File: src/rtl/cordic_pkg.sv
// Shared types and constants for the CORDIC iteration sequencer.
// Holds the sequencer state enum, mode/quadrant codes and default sizing.
package cordic_pkg;

    localparam int CORDIC_DEPTH_DEF  = 15;
    localparam int CORDIC_ADDR_W_DEF = 4;

    localparam logic CORDIC_MODE_ROT = 1'b0;
    localparam logic CORDIC_MODE_VEC = 1'b1;

    localparam logic [1:0] CORDIC_QUAD_0 = 2'b00;
    localparam logic [1:0] CORDIC_QUAD_1 = 2'b01;
    localparam logic [1:0] CORDIC_QUAD_2 = 2'b10;
    localparam logic [1:0] CORDIC_QUAD_3 = 2'b11;

    typedef enum logic [2:0] {
        ST_IDLE = 3'd0,
        ST_LOAD = 3'd1,
        ST_PRE  = 3'd2,
        ST_ITER = 3'd3,
        ST_DONE = 3'd4
    } cordic_state_e;

endpackage

File: src/rtl/cordic_iter_cnt.sv
// Iteration index counter for the CORDIC sequencer.
// Ports: clk, rst (async, active-high), clr, en -> idx, tc.
// idx counts up while en is high and saturates at DEPTH-1 (tc=1).
module cordic_iter_cnt #(
    parameter int DEPTH  = 15,
    parameter int ADDR_W = 4
) (
    input  logic              clk,
    input  logic              rst,
    input  logic              clr,
    input  logic              en,
    output logic [ADDR_W-1:0] idx,
    output logic              tc
);

    localparam logic [ADDR_W-1:0] TC_VAL = ADDR_W'(DEPTH - 1);

    logic [ADDR_W-1:0] idx_q;
    logic [ADDR_W-1:0] idx_d;

    assign tc  = (idx_q == TC_VAL);
    assign idx = idx_q;

    always_comb begin
        idx_d = idx_q;
        if (clr) begin
            idx_d = '0;
        end else if (en && !tc) begin
            idx_d = idx_q + 1'b1;
        end
    end

    always_ff @(posedge clk or posedge rst) begin
        if (rst) begin
            idx_q <= '0;
        end else begin
            idx_q <= idx_d;
        end
    end

endmodule

File: src/rtl/cordic_iter_sequencer.sv
// Control FSM running one CORDIC operation over an iterative datapath.
// Ports: start_valid/start_ready, mode, angle_quad, z_sign, y_sign, abort
//   in; load, iter_en, rom_addr, shift_amt, dir, pre_rot, pre_dir, busy,
//   res_valid out; res_ready in. clk, rst (async, active-high).
// Optional +/-90 degree pre-rotation is built with CORDIC_QUAD_CORR_EN.
module cordic_iter_sequencer
    import cordic_pkg::*;
#(
    parameter int DEPTH_ITERATION = CORDIC_DEPTH_DEF,
    parameter int ADDR_W          = CORDIC_ADDR_W_DEF
) (
    input  logic              clk,
    input  logic              rst,
    input  logic              start_valid,
    output logic              start_ready,
    input  logic              mode,
    input  logic [1:0]        angle_quad,
    input  logic              z_sign,
    input  logic              y_sign,
    input  logic              abort,
    output logic              load,
    output logic              iter_en,
    output logic [ADDR_W-1:0] rom_addr,
    output logic [ADDR_W-1:0] shift_amt,
    output logic              dir,
    output logic              pre_rot,
    output logic              pre_dir,
    output logic              busy,
    output logic              res_valid,
    input  logic              res_ready
);

    cordic_state_e state_q;
    cordic_state_e state_d;
    logic          mode_q;
    logic          mode_d;
    logic          cnt_clr;
    logic          cnt_en;
    logic [ADDR_W-1:0] idx;
    logic          tc;
    logic          accept;

    cordic_iter_cnt #(
        .DEPTH  (DEPTH_ITERATION),
        .ADDR_W (ADDR_W)
    ) u_cnt (
        .clk (clk),
        .rst (rst),
        .clr (cnt_clr),
        .en  (cnt_en),
        .idx (idx),
        .tc  (tc)
    );

    assign accept = start_valid && start_ready;

`ifdef CORDIC_QUAD_CORR_EN
    logic [1:0] quad_q;
    logic [1:0] quad_d;
    logic       pre_take;

    // Only rotation targets in quadrants 1/2 need the 90 degree pre-step.
    assign pre_take = (mode_q == CORDIC_MODE_ROT) &&
                      ((quad_q == CORDIC_QUAD_1) ||
                       (quad_q == CORDIC_QUAD_2));

    always_comb begin
        quad_d = quad_q;
        if (state_q == ST_IDLE && accept) begin
            quad_d = angle_quad;
        end
    end

    always_ff @(posedge clk or posedge rst) begin
        if (rst) begin
            quad_q <= CORDIC_QUAD_0;
        end else begin
            quad_q <= quad_d;
        end
    end

    assign pre_rot = (state_q == ST_PRE);
    assign pre_dir = pre_rot && (quad_q == CORDIC_QUAD_1);
`else
    logic unused_quad;

    assign unused_quad = ^angle_quad;
    assign pre_rot     = 1'b0;
    assign pre_dir     = 1'b0;
`endif

    always_comb begin
        state_d = state_q;
        mode_d  = mode_q;
        cnt_clr = 1'b0;
        cnt_en  = 1'b0;
        unique case (state_q)
            ST_IDLE: begin
                if (accept) begin
                    state_d = ST_LOAD;
                    mode_d  = mode;
                end
            end
            ST_LOAD: begin
                cnt_clr = 1'b1;
                state_d = ST_ITER;
`ifdef CORDIC_QUAD_CORR_EN
                if (pre_take) begin
                    state_d = ST_PRE;
                end
`endif
            end
            ST_PRE: begin
`ifdef CORDIC_QUAD_CORR_EN
                state_d = ST_ITER;
`else
                state_d = ST_IDLE;
`endif
            end
            ST_ITER: begin
                cnt_en = 1'b1;
                if (tc) begin
                    state_d = ST_DONE;
                end
            end
            ST_DONE: begin
                if (res_ready) begin
                    state_d = ST_IDLE;
                end
            end
            default: begin
                state_d = ST_IDLE;
            end
        endcase
        // Cancel overrides everything and leaves the index at zero.
        if (abort) begin
            state_d = ST_IDLE;
            cnt_clr = 1'b1;
        end
    end

    always_ff @(posedge clk or posedge rst) begin
        if (rst) begin
            state_q <= ST_IDLE;
            mode_q  <= CORDIC_MODE_ROT;
        end else begin
            state_q <= state_d;
            mode_q  <= mode_d;
        end
    end

    assign start_ready = (state_q == ST_IDLE) && !abort;
    assign load        = (state_q == ST_LOAD);
    assign iter_en     = (state_q == ST_ITER);
    assign busy        = (state_q != ST_IDLE);
    // Abort withdraws a pending result so no handshake can complete.
    assign res_valid   = (state_q == ST_DONE) && !abort;
    assign rom_addr    = iter_en ? idx : '0;
    assign shift_amt   = iter_en ? idx : '0;
    // Rotation drives z to zero, vectoring drives y to zero.
    assign dir = iter_en &&
                 ((mode_q == CORDIC_MODE_VEC) ? y_sign : !z_sign);

endmodule
File: config.mk
export PLATFORM = sky130hd
export DESIGN_NAME = cordic_iter_sequencer
export DESIGN_NICKNAME = d
export VERILOG_FILES = /design/src/rtl/cordic_pkg.sv /design/src/rtl/cordic_iter_cnt.sv /design/src/rtl/cordic_iter_sequencer.sv
export SDC_FILE = /design/constraint.sdc
export NUM_CORES = 1
export LEC_CHECK = 0
export ABC_AREA = 0
export CAP_MARGIN = 20
export CORE_MARGIN = 1
export CORE_UTILIZATION = 35
export DETAILED_ROUTE_END_ITERATION = 8
export GPL_TIMING_DRIVEN = 1
export PLACE_DENSITY_LB_ADDON = 0.25
export SLEW_MARGIN = 10
export SYNTH_ARGS = -nofsm -noshare
export SYNTH_HDL_FRONTEND = slang
export SYNTH_SLANG_ARGS = --single-unit
File: constraint.sdc
create_clock -name clk -period 1.55 [get_ports clk]
set_input_delay 0.465 -clock clk [delete_from_list [all_inputs] [get_ports clk]]
set_output_delay 0.465 -clock clk [all_outputs]
set_load 0.01 [all_outputs]
**Word-level counts from Yosys, hierarchy flattened**

Cells that the tools add are included.

- $add $sub $neg: 1
- Eq/ne operators: 7
- Multiplexer cells: 12
- Reduce and logical (&&, ||, !) cells: 13

Operators by type and width:

| cell | count |
|---|---|
| $mux 3 | 4 |
| $mux 4 | 3 |
| $pmux 3 s4 | 1 |
| $ne 3x3->1 const B | 2 |
| $logic_and 1x1->1 | 5 |
| $add 4x1->4 const B | 1 |
| $eq 4x4->1 const B | 1 |
| $mux 1 | 4 |
| $eq 3x1->1 const B | 1 |
| $eq 3x2->1 const B | 1 |
| $eq 3x3->1 const B | 1 |
| $logic_not 1->1 | 3 |
| $logic_not 3->1 | 1 |
| $ne 3x2->1 const B | 1 |
| $reduce_and 3->1 | 1 |
| $reduce_bool 3->1 | 1 |
| $reduce_and 2->1 | 1 |
| $reduce_bool 2->1 | 1 |

- Register bits: 8
- Input port bits: 10
- Output and inout bits: 16
- Word-level logic and storage cells: 36

**Logic depth before layout (Yosys ltp)**

- Depth after elaboration: 6
- Mapped depth: 5
- Mapped depth without buffers: 5

**Hierarchy**

From an unflattened synthesis, not the netlist that was laid out.

- Cell total of the unflattened synthesis: 61
- Area total of the unflattened synthesis: 545.5 um2

By module, submodules not included:

| module | instances | cells an instance | area an instance (um2) | seq. area each (um2) |
|---|---|---|---|---|
| cordic_iter_sequencer | 1 | 38 | 330.3 | 100.1 |
| cordic_iter_cnt | 1 | 23 | 215.2 | 100.1 |

**Least setup slack after synthesis**

Ideal clock, no wire load.

- Kind: register to output
- Start point: register state_q[2]
- End point: output shift_amt[1]
- Data arrival time: 1.165 ns
- Required time: 1.085 ns
- Slack: -0.080 ns
- Cell stages (with the launch flop): 6
- Buffers on the path: 2
- Cell sequence: dfrtp_1 nand3b_2 inv_2 buf_6 and2_2 buf_4

- Word-level cells in the longest chain between the ends: 2

Ends and longest elaborated chain:

| item | RTL line | RTL |
|---|---|---|
| start, declared | cordic_iter_sequencer.sv:33 | `cordic_state_e state_q;` |
| start signal, assigned | cordic_iter_sequencer.sv:147 | `state_q <= state_d;` |
| $eq 3x2->1 | cordic_iter_sequencer.sv:154 | `assign iter_en = (state_q == ST_ITER);` |
| via iter_en | cordic_iter_sequencer.sv:22 | `output logic iter_en,` |
| $mux 4 | - |  |
| end, declared | cordic_iter_sequencer.sv:24 | `output logic [ADDR_W-1:0] shift_amt,` |

The timed path passes the listed nets, and every way through them passes these cells.

**Worst setup path after layout**

- Start point: register state_q[1]
- End point: output busy

- Word-level cells in the longest chain between the ends: 1

Ends and longest elaborated chain:

| item | RTL line | RTL |
|---|---|---|
| $reduce_bool 3->1 | cordic_iter_sequencer.sv:155 | `assign busy = (state_q != ST_IDLE);` |
| end, declared | cordic_iter_sequencer.sv:28 | `output logic busy,` |

No other way between the ends.

==> flow_summary.yaml <==
detailed_routing:
  first_pass_iters: 1
  wl_um: 1390
  num_vias: 556
  antenna_left: 0
  wl_per_cell_um: 12.4
  viasPerCell: 4.96
  drtIter0Drc: 0
  drc: 0
sta:
  slew_violations: 0
  fmax_mhz: 581
  fin_skew_ns: 0.00248
  report.final.hold_viol_count: 0
  post-route-min-period_ns: 1.72
  period_share_pct: 111
  timing.final.ws_setup_ns: -0.171
  finalSetupViolCount: 14
  grt_setup_unrepaired: "yes"
global_route:
  grt.total_usage_pct: 18.0
  grt-ovfl-total: 0
  first_global_vias: 565
  grt_max_degree: 9
  antenna_found_initial: 0
  grt_first_pass_wirelength_um: 2370
yosys:
  synth.avg_cell_area_um2: 9.49
  synth_seq_area_share_pct: 35.2
  netlist_area_um2: 569
  synthCells: 60
  synth_warnings: 0
  synth_cell_types: 30
  synth_seq_cells: 8
cells_and_area:
  diodes: 0
  areaGrowthSynthToFinish_pct: 69.5
  nets: 110
  stdcell_count: 112
  drive_gt1_share_pct: 58.3
  final_cell_area_um2: 965
  seq_area_um2: 203
  n_fill_cell: 119
  multi_input_area_um2: 348
flow_run:
  maxCapViolations: 0
worst_setup_path:
  reg2regPathDepth: 5
  crit_required_ns: 1.08
  end_kind: "output pin"
  start_kind: "flop"
  worstPathMaxFanout: 5
  worstPathArrival_ns: 1.26
  critPathKind: "reg -> out"
status:
  violations: "negative setup slack"
  status: "finished with violations"
clocking:
  clk_pin_slew_worst_paths_ns: 0.06
  cts_max_level: 1
  clk_latency_ns: 0.26
  numCtsBuffers: 3
  cts_tree: "yes"
  cts.sinks: 8
  clockBufferDepth: 2
  root_buffer: "clkbuf_4"
floorplan:
  die-area_um2: 1790
  die_h_um: 42.3
  die_w_um: 42.3
  rows: 14
  start_util_pct: 37.8
  ios: 26
  core_um2: 1510
power_and_ir_drop:
  power.internal_uw: 383
  p_switching_uw: 155
  p_seq_share_pct: 44.2
  vdd_drop_max_v: 0.000423
  combPwrFrac_pct: 23.9
  power_density_nw_per_um2: 558
  swShare_pct: 28.8
  p_leak_nw: 0.477
  p_clk_share_pct: 32.0
placed_design:
  portBuffers: 21
  dp.cells: 105
  placed_area_um2: 863
  hpwl_um: 1030
  place.gp.congestion: 0.757
min_path:
  min_path_type: "in -> async"
-- flip-flops by register name, summed over array words and instances (netlist names) --
signal / count
mode_q: 1
state_q: 3
u_cnt.idx: 4
-- cells by family after synthesis --
family / share of synthesized area, %
mux: 4.61
fa+ha+maj: 4.39
buf+inv: 13.4
compound gates: 11.9
flops: 35.2
other cells: 0.659
simple gates: 29.9
-- routing by layer --
layer  wire (um)  up-vias  share of wire, %  global-route usage (%)
met5           0        -                 0                       0
met4          31        0               2.2                    11.3
met3          47        4               3.4                    2.59
met2         713       14                51                    31.1
met1         593      261                43                    20.5
li1            -      277                 -                       -
-- power by group through the flow --
stage | sequential (mW) | combinational (mW) | clock (mW)
3_5_place_dp | 0.238 | 0.119 | 0
6_report | 0.238 | 0.128 | 0.172
2_1_floorplan | 0.237 | 0.0601 | 0
4_1_cts | 0.238 | 0.127 | 0.177
5_1_grt | 0.240 | 0.140 | 0.187
3_3_place_gp | 0.238 | 0.118 | 0
-- worst max-delay path, stage by stage, from the launching register on --
cell and delay (ns):
dfrtp_2 0.46, or3_4 0.41, buf_6 0.13
-- through the flow --
step	setup slack, ns	utilization (%)	hold WS, ns	total power [mW]	setup TNS, ns
final	-0.171	64.0	0.457	0.538	-1.78
after detailed placement	-0.730	57.3	0.509	0.357	-5.27
after global routing	-0.219	64.0	0.481	0.567	-2.67
after CTS	-0.179	63.0	0.463	0.542	-1.97
after global placement	-0.684	57.3	0.513	0.356	-5.20
after floorplan	-0.0204	-	0.281	0.297	-0.0611
-- synthesized netlist by cell type --
library cell | instances | area (um2)
dfrtp_1 | 8 | 200
buf_4 | 6 | 45.0
nor2_1 | 6 | 22.5
a21oi_1 | 4 | 20.0
and2_2 | 3 | 22.5
inv_1 | 3 | 11.3
nand2_1 | 3 | 11.3
nand3_1 | 3 | 15.0
ha_1 | 2 | 25.0
nor4_2 | 2 | 25.0
a211o_1 | 1 | 8.76
a21oi_2 | 1 | 8.76
a41oi_2 | 1 | 16.3
and4_1 | 1 | 8.76
buf_2 | 1 | 5.00
buf_6 | 1 | 11.3
conb_1 | 1 | 3.75
inv_2 | 1 | 3.75
mux2_1 | 1 | 11.3
mux2_4 | 1 | 15.0
nand2_2 | 1 | 6.26
nand3b_2 | 1 | 11.3
nor3_1 | 1 | 5.00
nor3b_1 | 1 | 7.51
nor3b_2 | 1 | 12.5
nor4_1 | 1 | 6.26
nor4b_1 | 1 | 8.76
o21ai_0 | 1 | 5.00
o32ai_1 | 1 | 8.76
or3_2 | 1 | 7.51
-- path summary, 6_finish.rpt --
path / to / slack, ns / start
max: busy / -0.17 / state_q[1]
min: u_cnt.idx[3] / 0.46 / rst
max reg2reg: u_cnt.idx[1] / 0.11 / u_cnt.idx[0]
min reg2reg: mode_q / 0.52 / mode_q
max in group asynchronous: state_q[0] / 0.83 / rst
min in group clk: mode_q / 0.52 / mode_q
-- what timing repair did --
item                       in CTS  in global routing
hold buffers                    0                  0
pin swaps                       6                  2
setup endpoints to repair      14                 16
setup buffers                   3                  1
resized for setup              83                  5
-- cells in the final DEF (no fill, tap or decap), types with 3 or more instances in the layout --
cell type and n:
inv_1 3, nor2_1 4, dfrtp_1 6, clkbuf_4 3, clkdlybuf4s50_1 5, buf_2 4
and2_4 3, a21oi_1 4, nand2_1 3, buf_4 15, buf_6 14
-- final cells by class --
class                   instances  area share (%)
multi-input cells              41            36.1
inverters                       4            1.82
flip-flops and latches          8            21.0
repair buffers                 40            36.7
clock buffers                   3            2.33
well taps                      16            2.08
No activity file was read; power rests on OpenSTA's default activity.
